### config.mk
export PLATFORM = sky130hd
export DESIGN_NAME = key_sched_ctrl
export DESIGN_NICKNAME = d
export VERILOG_FILES = /design/src/rtl/key_sched_ctrl_pkg.sv /design/src/rtl/key_sched_ctrl_cache.sv /design/src/rtl/key_sched_ctrl.sv
export SDC_FILE = /design/constraint.sdc
export NUM_CORES = 1
export LEC_CHECK = 0
export ABC_AREA = 1
export BUFFER_PORTS_ARGS = -buffer_cell sky130_fd_sc_hd__buf_2
export CORE_MARGIN = 3
export CORE_UTILIZATION = 46
export DETAILED_ROUTE_END_ITERATION = 12
export GPL_ROUTABILITY_DRIVEN = 0
export PLACE_DENSITY_LB_ADDON = 0.08
export SYNTH_ARGS = -nofsm -noshare
export SYNTH_HDL_FRONTEND = slang
export SYNTH_SLANG_ARGS = --single-unit
### constraint.sdc
create_clock -name clk -period 1.8 [get_ports clk]
set_clock_uncertainty 0.2 [all_clocks]
set_input_delay 0.09 -clock clk [delete_from_list [all_inputs] [get_ports clk]]
set_output_delay 0.09 -clock clk [all_outputs]
set_load 0.05 [all_outputs]
### src/rtl/key_sched_ctrl_pkg.sv
// Shared definitions for the ANUBIS key-schedule controller.
//   - FSM state encoding
//   - ANUBIS-128 defaults: 12 rounds, 4 engine phases per round key
//   - key / round-key width and round-index width
package key_sched_ctrl_pkg;

    localparam int KEY_W         = 128;
    localparam int IDX_W         = 4;
    localparam int ANUBIS_ROUNDS = 12;
    localparam int ANUBIS_PHASES = 4;

    typedef enum logic [2:0] {
        S_IDLE    = 3'd0,
        S_LOAD    = 3'd1,
        S_RUN     = 3'd2,
        S_PRESENT = 3'd3,
        S_REPLAY  = 3'd4
    } state_t;

endpackage

### src/rtl/key_sched_ctrl_cache.sv
// rk_cache: round-key buffer, one 128-bit entry per round index.
// No reset on the storage; validity is tracked by the controller.
// Ports:
//   clk      - clock
//   wr_en    - write strobe, wr_idx/wr_data written on the rising edge
//   rd_idx   - read index, rd_data is combinational from the array
module rk_cache
    import key_sched_ctrl_pkg::*;
#(
    parameter int DEPTH = ANUBIS_ROUNDS + 1
) (
    input  logic             clk,
    input  logic             wr_en,
    input  logic [IDX_W-1:0] wr_idx,
    input  logic [KEY_W-1:0] wr_data,
    input  logic [IDX_W-1:0] rd_idx,
    output logic [KEY_W-1:0] rd_data
);

    logic [KEY_W-1:0] mem [DEPTH];

    always_ff @(posedge clk) begin
        if (wr_en) mem[wr_idx] <= wr_data;
    end

    assign rd_data = mem[rd_idx];

endmodule

### src/rtl/key_sched_ctrl.sv
// key_sched_ctrl: sequences the ANUBIS key-evolution / selection engines.
// A key handshake loads the engines, then each round key takes PHASES
// step_en cycles before it is registered and offered on rk_out with a
// valid/ready handshake. step_en_o is only high in RUN, so a stalled
// consumer freezes the engines.
// Optional feature (macro KEY_SCHED_CACHE_EN): round keys are cached and
// can be replayed forward (rev=0) or backward (rev=1) with replay_req.
// Ports:
//   clk, reset            - clock, async active-low reset
//   key_valid/key_ready   - cipher-key request (ready only in IDLE)
//   flush                 - abort schedule, back to IDLE
//   load_key_o, step_en_o - engine load strobe and clock enable
//   rc_idx_o              - round-constant index (= current round)
//   rk_in                 - round key from the selection engine
//   rk_out/rk_valid/rk_ready/rk_idx/rk_last - round-key output stream
//   replay_req, rev       - cache replay request and direction
module key_sched_ctrl
    import key_sched_ctrl_pkg::*;
#(
    parameter int NUM_ROUNDS = ANUBIS_ROUNDS,
    parameter int PHASES     = ANUBIS_PHASES
) (
    input  logic             clk,
    input  logic             reset,
    input  logic             key_valid,
    output logic             key_ready,
    input  logic             flush,
    output logic             load_key_o,
    output logic             step_en_o,
    output logic [IDX_W-1:0] rc_idx_o,
    input  logic [KEY_W-1:0] rk_in,
    output logic [KEY_W-1:0] rk_out,
    output logic             rk_valid,
    input  logic             rk_ready,
    output logic [IDX_W-1:0] rk_idx,
    output logic             rk_last,
    input  logic             replay_req,
    input  logic             rev
);

    localparam int               PH_W     = (PHASES > 1) ? $clog2(PHASES) : 1;
    localparam logic [IDX_W-1:0] LAST_IDX = IDX_W'(NUM_ROUNDS);
    localparam logic [PH_W-1:0]  LAST_PH  = PH_W'(PHASES - 1);

    state_t           state, state_nx;
    logic [PH_W-1:0]  phase, phase_nx;
    logic [IDX_W-1:0] idx, idx_nx;
    logic             capture;   // last phase done: register rk_in
    logic             last_nx;

`ifdef KEY_SCHED_CACHE_EN
    logic             cache_valid, cache_set, cache_clr;
    logic             rev_q, rev_nx;
    logic             fetch;     // load rk_out from the cache at idx_nx
    logic [KEY_W-1:0] cache_data;

    rk_cache #(.DEPTH(NUM_ROUNDS + 1)) u_cache (
        .clk     (clk),
        .wr_en   (capture),
        .wr_idx  (idx),
        .wr_data (rk_in),
        .rd_idx  (idx_nx),
        .rd_data (cache_data)
    );

    always_ff @(posedge clk or negedge reset) begin
        if (!reset) begin
            cache_valid <= 1'b0;
            rev_q       <= 1'b0;
        end else begin
            rev_q <= rev_nx;
            if (cache_clr)      cache_valid <= 1'b0;
            else if (cache_set) cache_valid <= 1'b1;
        end
    end
`else
    logic unused_inputs;
    assign unused_inputs = ^{replay_req, rev};
`endif

    always_comb begin
        state_nx = state;
        phase_nx = phase;
        idx_nx   = idx;
        capture  = 1'b0;
        last_nx  = 1'b0;
`ifdef KEY_SCHED_CACHE_EN
        rev_nx    = rev_q;
        fetch     = 1'b0;
        cache_set = 1'b0;
        cache_clr = 1'b0;
`endif
        case (state)
            S_IDLE: begin
                if (key_valid) begin
                    state_nx = S_LOAD;
                    idx_nx   = '0;
`ifdef KEY_SCHED_CACHE_EN
                    cache_clr = 1'b1;
                end else if (replay_req && cache_valid) begin
                    state_nx = S_REPLAY;
                    rev_nx   = rev;
                    idx_nx   = rev ? LAST_IDX : {IDX_W{1'b0}};
                    fetch    = 1'b1;
`endif
                end
            end
            S_LOAD: begin
                state_nx = S_RUN;
                phase_nx = '0;
            end
            S_RUN: begin
                if (phase == LAST_PH) begin
                    state_nx = S_PRESENT;
                    capture  = 1'b1;
                end else begin
                    phase_nx = phase + 1'b1;
                end
            end
            S_PRESENT: begin
                if (rk_ready) begin
                    if (idx == LAST_IDX) begin
                        state_nx = S_IDLE;
`ifdef KEY_SCHED_CACHE_EN
                        cache_set = 1'b1;
`endif
                    end else begin
                        state_nx = S_RUN;
                        idx_nx   = idx + 1'b1;
                        phase_nx = '0;
                    end
                end
            end
`ifdef KEY_SCHED_CACHE_EN
            S_REPLAY: begin
                if (rk_ready) begin
                    if (idx == (rev_q ? {IDX_W{1'b0}} : LAST_IDX)) begin
                        state_nx = S_IDLE;
                    end else begin
                        idx_nx = rev_q ? idx - 1'b1 : idx + 1'b1;
                        fetch  = 1'b1;
                    end
                end
            end
`endif
            default: state_nx = S_IDLE;
        endcase

        // flush overrides any handshake taken above
        if (flush) begin
            state_nx = S_IDLE;
            phase_nx = '0;
            idx_nx   = '0;
            capture  = 1'b0;
`ifdef KEY_SCHED_CACHE_EN
            fetch     = 1'b0;
            cache_set = 1'b0;
            cache_clr = 1'b1;
`endif
        end

        if (state_nx == S_PRESENT) last_nx = (idx_nx == LAST_IDX);
`ifdef KEY_SCHED_CACHE_EN
        if (state_nx == S_REPLAY)
            last_nx = (idx_nx == (rev_nx ? {IDX_W{1'b0}} : LAST_IDX));
`endif
    end

    // every output is a flop loaded from the next-state decode
    always_ff @(posedge clk or negedge reset) begin
        if (!reset) begin
            state      <= S_IDLE;
            phase      <= '0;
            idx        <= '0;
            key_ready  <= 1'b1;
            load_key_o <= 1'b0;
            step_en_o  <= 1'b0;
            rc_idx_o   <= '0;
            rk_out     <= '0;
            rk_valid   <= 1'b0;
            rk_idx     <= '0;
            rk_last    <= 1'b0;
        end else begin
            state      <= state_nx;
            phase      <= phase_nx;
            idx        <= idx_nx;
            key_ready  <= (state_nx == S_IDLE);
            load_key_o <= (state_nx == S_LOAD);
            step_en_o  <= (state_nx == S_RUN);
            rc_idx_o   <= idx_nx;
            rk_idx     <= idx_nx;
            rk_valid   <= (state_nx == S_PRESENT) || (state_nx == S_REPLAY);
            rk_last    <= last_nx;
            if (capture) rk_out <= rk_in;
`ifdef KEY_SCHED_CACHE_EN
            else if (fetch) rk_out <= cache_data;
`endif
        end
    end

endmodule
==> impl_metrics.toml <==
[grt]
grt-ovfl-total = 0
met3_usage_pct = 7.54
antenna_found_initial = 0
grt_usage_pct = 26.8
grt_max_degree = 68
grt_pass1_vias = 6118
grt_pass1_wl_um = 30000
grt_use_met1_pct = 30.1
top_usage_layer = "met2"
grtUsageMet2_pct = 46.7

[setup_path]
end_kind = "flop"
cp.required_ps = 1950
path_class = "reg -> reg"
r2r-start = "state[2]"
arrival_ps = 1820
cp-start-kind = "flop"
startpoint = "state[2]"
cp_max_fo = 25

[pwr]
seqPwrFrac_pct = 45.0
sw_frac_of_total_pct = 20.8
pwr-share-clk_pct = 47.2
p_int_w = 0.00565
leakage_nw = 5.61
p_per_area_mw_per_mm2 = 772
p_comb_share_pct = 7.8
power_switching_w = 0.00149
ir_drop_mv = 0.580

[floorplanning]
die-height_um = 118
die-area_mm2 = 0.0139
num_rows = 40
die_w_um = 118
io_pins = 276
core_area_mm2 = 0.0122
initial_core_util_pct = 47.4

[drt]
drc = 0
vias = 6055
postRouteAntennaNets = 0
wl_per_cell_um = 15.5
vias_per_cell = 4.86
wl_um = 19400
dr.pass1.iters = 5
drtIter0Drc = 514

[timing]
tns_ps = 0
final_max_slew_viol_count = 0
fmax_mhz = 600
finalSetupViolations = 0
hold_violations = 0
period_needed_ps = 1670
period_share_pct = 92.6
rsz0062_at_grt = "false"

[clock_tree]
cts_root_buf = "clkbuf_16"
cts.sinks = 142
cts.clk_slew.worst_paths_ps = 60
htreeDepth = 4
max-clock-path-buffers = 2
clk_latency_ps = 410
tritoncts = "done"
cts_buffers = 17

[synth]
mappedNetlistArea_mm2 = 0.00577
yosys_warnings = 0
netlist_instances = 654
ys_seq_area_share_pct = 61.6
synth.distinct_cells = 22
syn_area_per_cell_um2 = 8.82
yosys_register_bits = 142
synth_nets = 792

[placed_design]
io_buffers = 273
placed_cell_area_mm2 = 0.00718
hpwl_um = 10900

[outcome]
outcome = "finished clean"

[finish]
nFillCells = 836
final_common_cell = "nand2_1"
nets = 1206
layout_common_cells = "nand2_1 (413), buf_2 (272), dfrtp_1 (139), dlygate4sd3_1 (133), clkbuf_16 (21)"
areaGrowthSynthToFinish_pct = 60.3
design_area_mm2 = 0.00925
diodes = 0
drive_above_1_share_pct = 31.1

[job]
drv_cap = 0

[hold_path]
hp-start = "rk_in[28]"
hp-class = "in -> reg"
-- synthesized netlist by cell type --
cell | instances | area (um^2)
a21oi_1 | 3 | 15.0
a31oi_1 | 1 | 6.26
and2_1 | 1 | 6.26
buf_2 | 1 | 5.00
buf_4 | 7 | 52.6
buf_6 | 25 | 282
conb_1 | 1 | 3.75
dfrtp_1 | 141 | 3530
dfstp_2 | 1 | 26.3
ha_1 | 3 | 37.5
inv_1 | 16 | 60.1
inv_2 | 4 | 15.0
nand2_1 | 414 | 1550
nand2_2 | 1 | 6.26
nand3_1 | 11 | 55.1
nand3_2 | 1 | 10.0
nand4_1 | 1 | 6.26
nor2_1 | 14 | 52.6
nor2_4 | 1 | 11.3
nor3_1 | 1 | 5.00
o211ai_1 | 1 | 7.51
o21ai_0 | 5 | 25.0
-- flip-flops by register name (all words and copies together) (netlist names) --
name	cells
idx	4
step_en_o	1
rk_valid	1
rk_last	1
rk_out	128
phase	2
key_ready	1
load_key_o	1
state	3
-- metal layers --
metal  wire length [um]  vias up
met5                  0        -
met4                911        0
met3               1370       78
met2               9770      334
met1               7320     2848
li1                   -     2795
-- worst max-delay path, cell delays in order, from the launching register on --
cell       delay (ps)
dfrtp_1           390
inv_2              80
nand3_2            80
inv_2              80
nand2_2            70
nor2_4            170
buf_6             170
clkbuf_16         210
nand2_1            70
nand2_1            70
-- kinds of logic after synthesis --
| family | Yosys count | share of synthesized area (%) |
|---|---|---|
| buffers and inverters | 53 | 7.18 |
| and+or+nand+nor | 445 | 29.6 |
| other | 1 | 0.0650 |
| adders and majority gates | 3 | 0.651 |
| AOI/OAI and AO/OA | 10 | 0.932 |
| DFF | 142 | 61.6 |
-- stage by stage --
step	util (%)	cells	hold slack, ps	total power [W]	setup WS, ps
2_1_floorplan	-	654	-406	0.00334	107
3_3_place_gp	59.0	1075	-160	0.00357	144
3_5_place_dp	59.0	1075	-140	0.00357	91.1
4_1_cts	74.6	1238	192	0.00719	51.9
5_1_grt	76.1	1247	216	0.00738	9.10
6_report	76.1	1247	201	0.00714	134
-- worst paths after layout --
kind	depth (start not counted)	slack (ps)	end
min in group asynchronous	3	530	rk_out[58]
hold reg to reg	2	260	rk_out[72]
setup / recovery	9	130	rk_out[31]
setup reg to reg	9	130	rk_out[31]
hold / removal	4	200	rk_out[28]
max in group asynchronous	4	240	rk_out[117]
-- power by group through the flow --
stage / logic, W / clock network, W / registers, W
2_1_floorplan: 0.0000521 / 0 / 0.00329
3_3_place_gp: 0.000300 / 0 / 0.00327
3_5_place_dp: 0.000306 / 0 / 0.00327
4_1_cts: 0.000538 / 0.00344 / 0.00321
5_1_grt: 0.000603 / 0.00356 / 0.00321
6_report: 0.000555 / 0.00337 / 0.00321
-- cell type report --
type                            instances  area [um^2]  area share (%)
Timing Repair Buffer                  428         3020            32.6
Sequential cell                       142         3560            38.5
Inverter                               20         77.6           0.839
Tap cell                              168          210            2.27
Clock inverter                          7         87.6           0.947
Clock buffer                           23          478            5.17
Multi-Input combinational cell        459         1820            19.7
-- timing repair --
action                     in CTS  in global routing
gates resized for setup         0                  8
setup endpoints to repair       0                122
hold buffers                  133                  0
buffers inserted                0                  5
hold endpoints to repair      282                  0
Note: power is estimated with default switching activity, not from simulation.
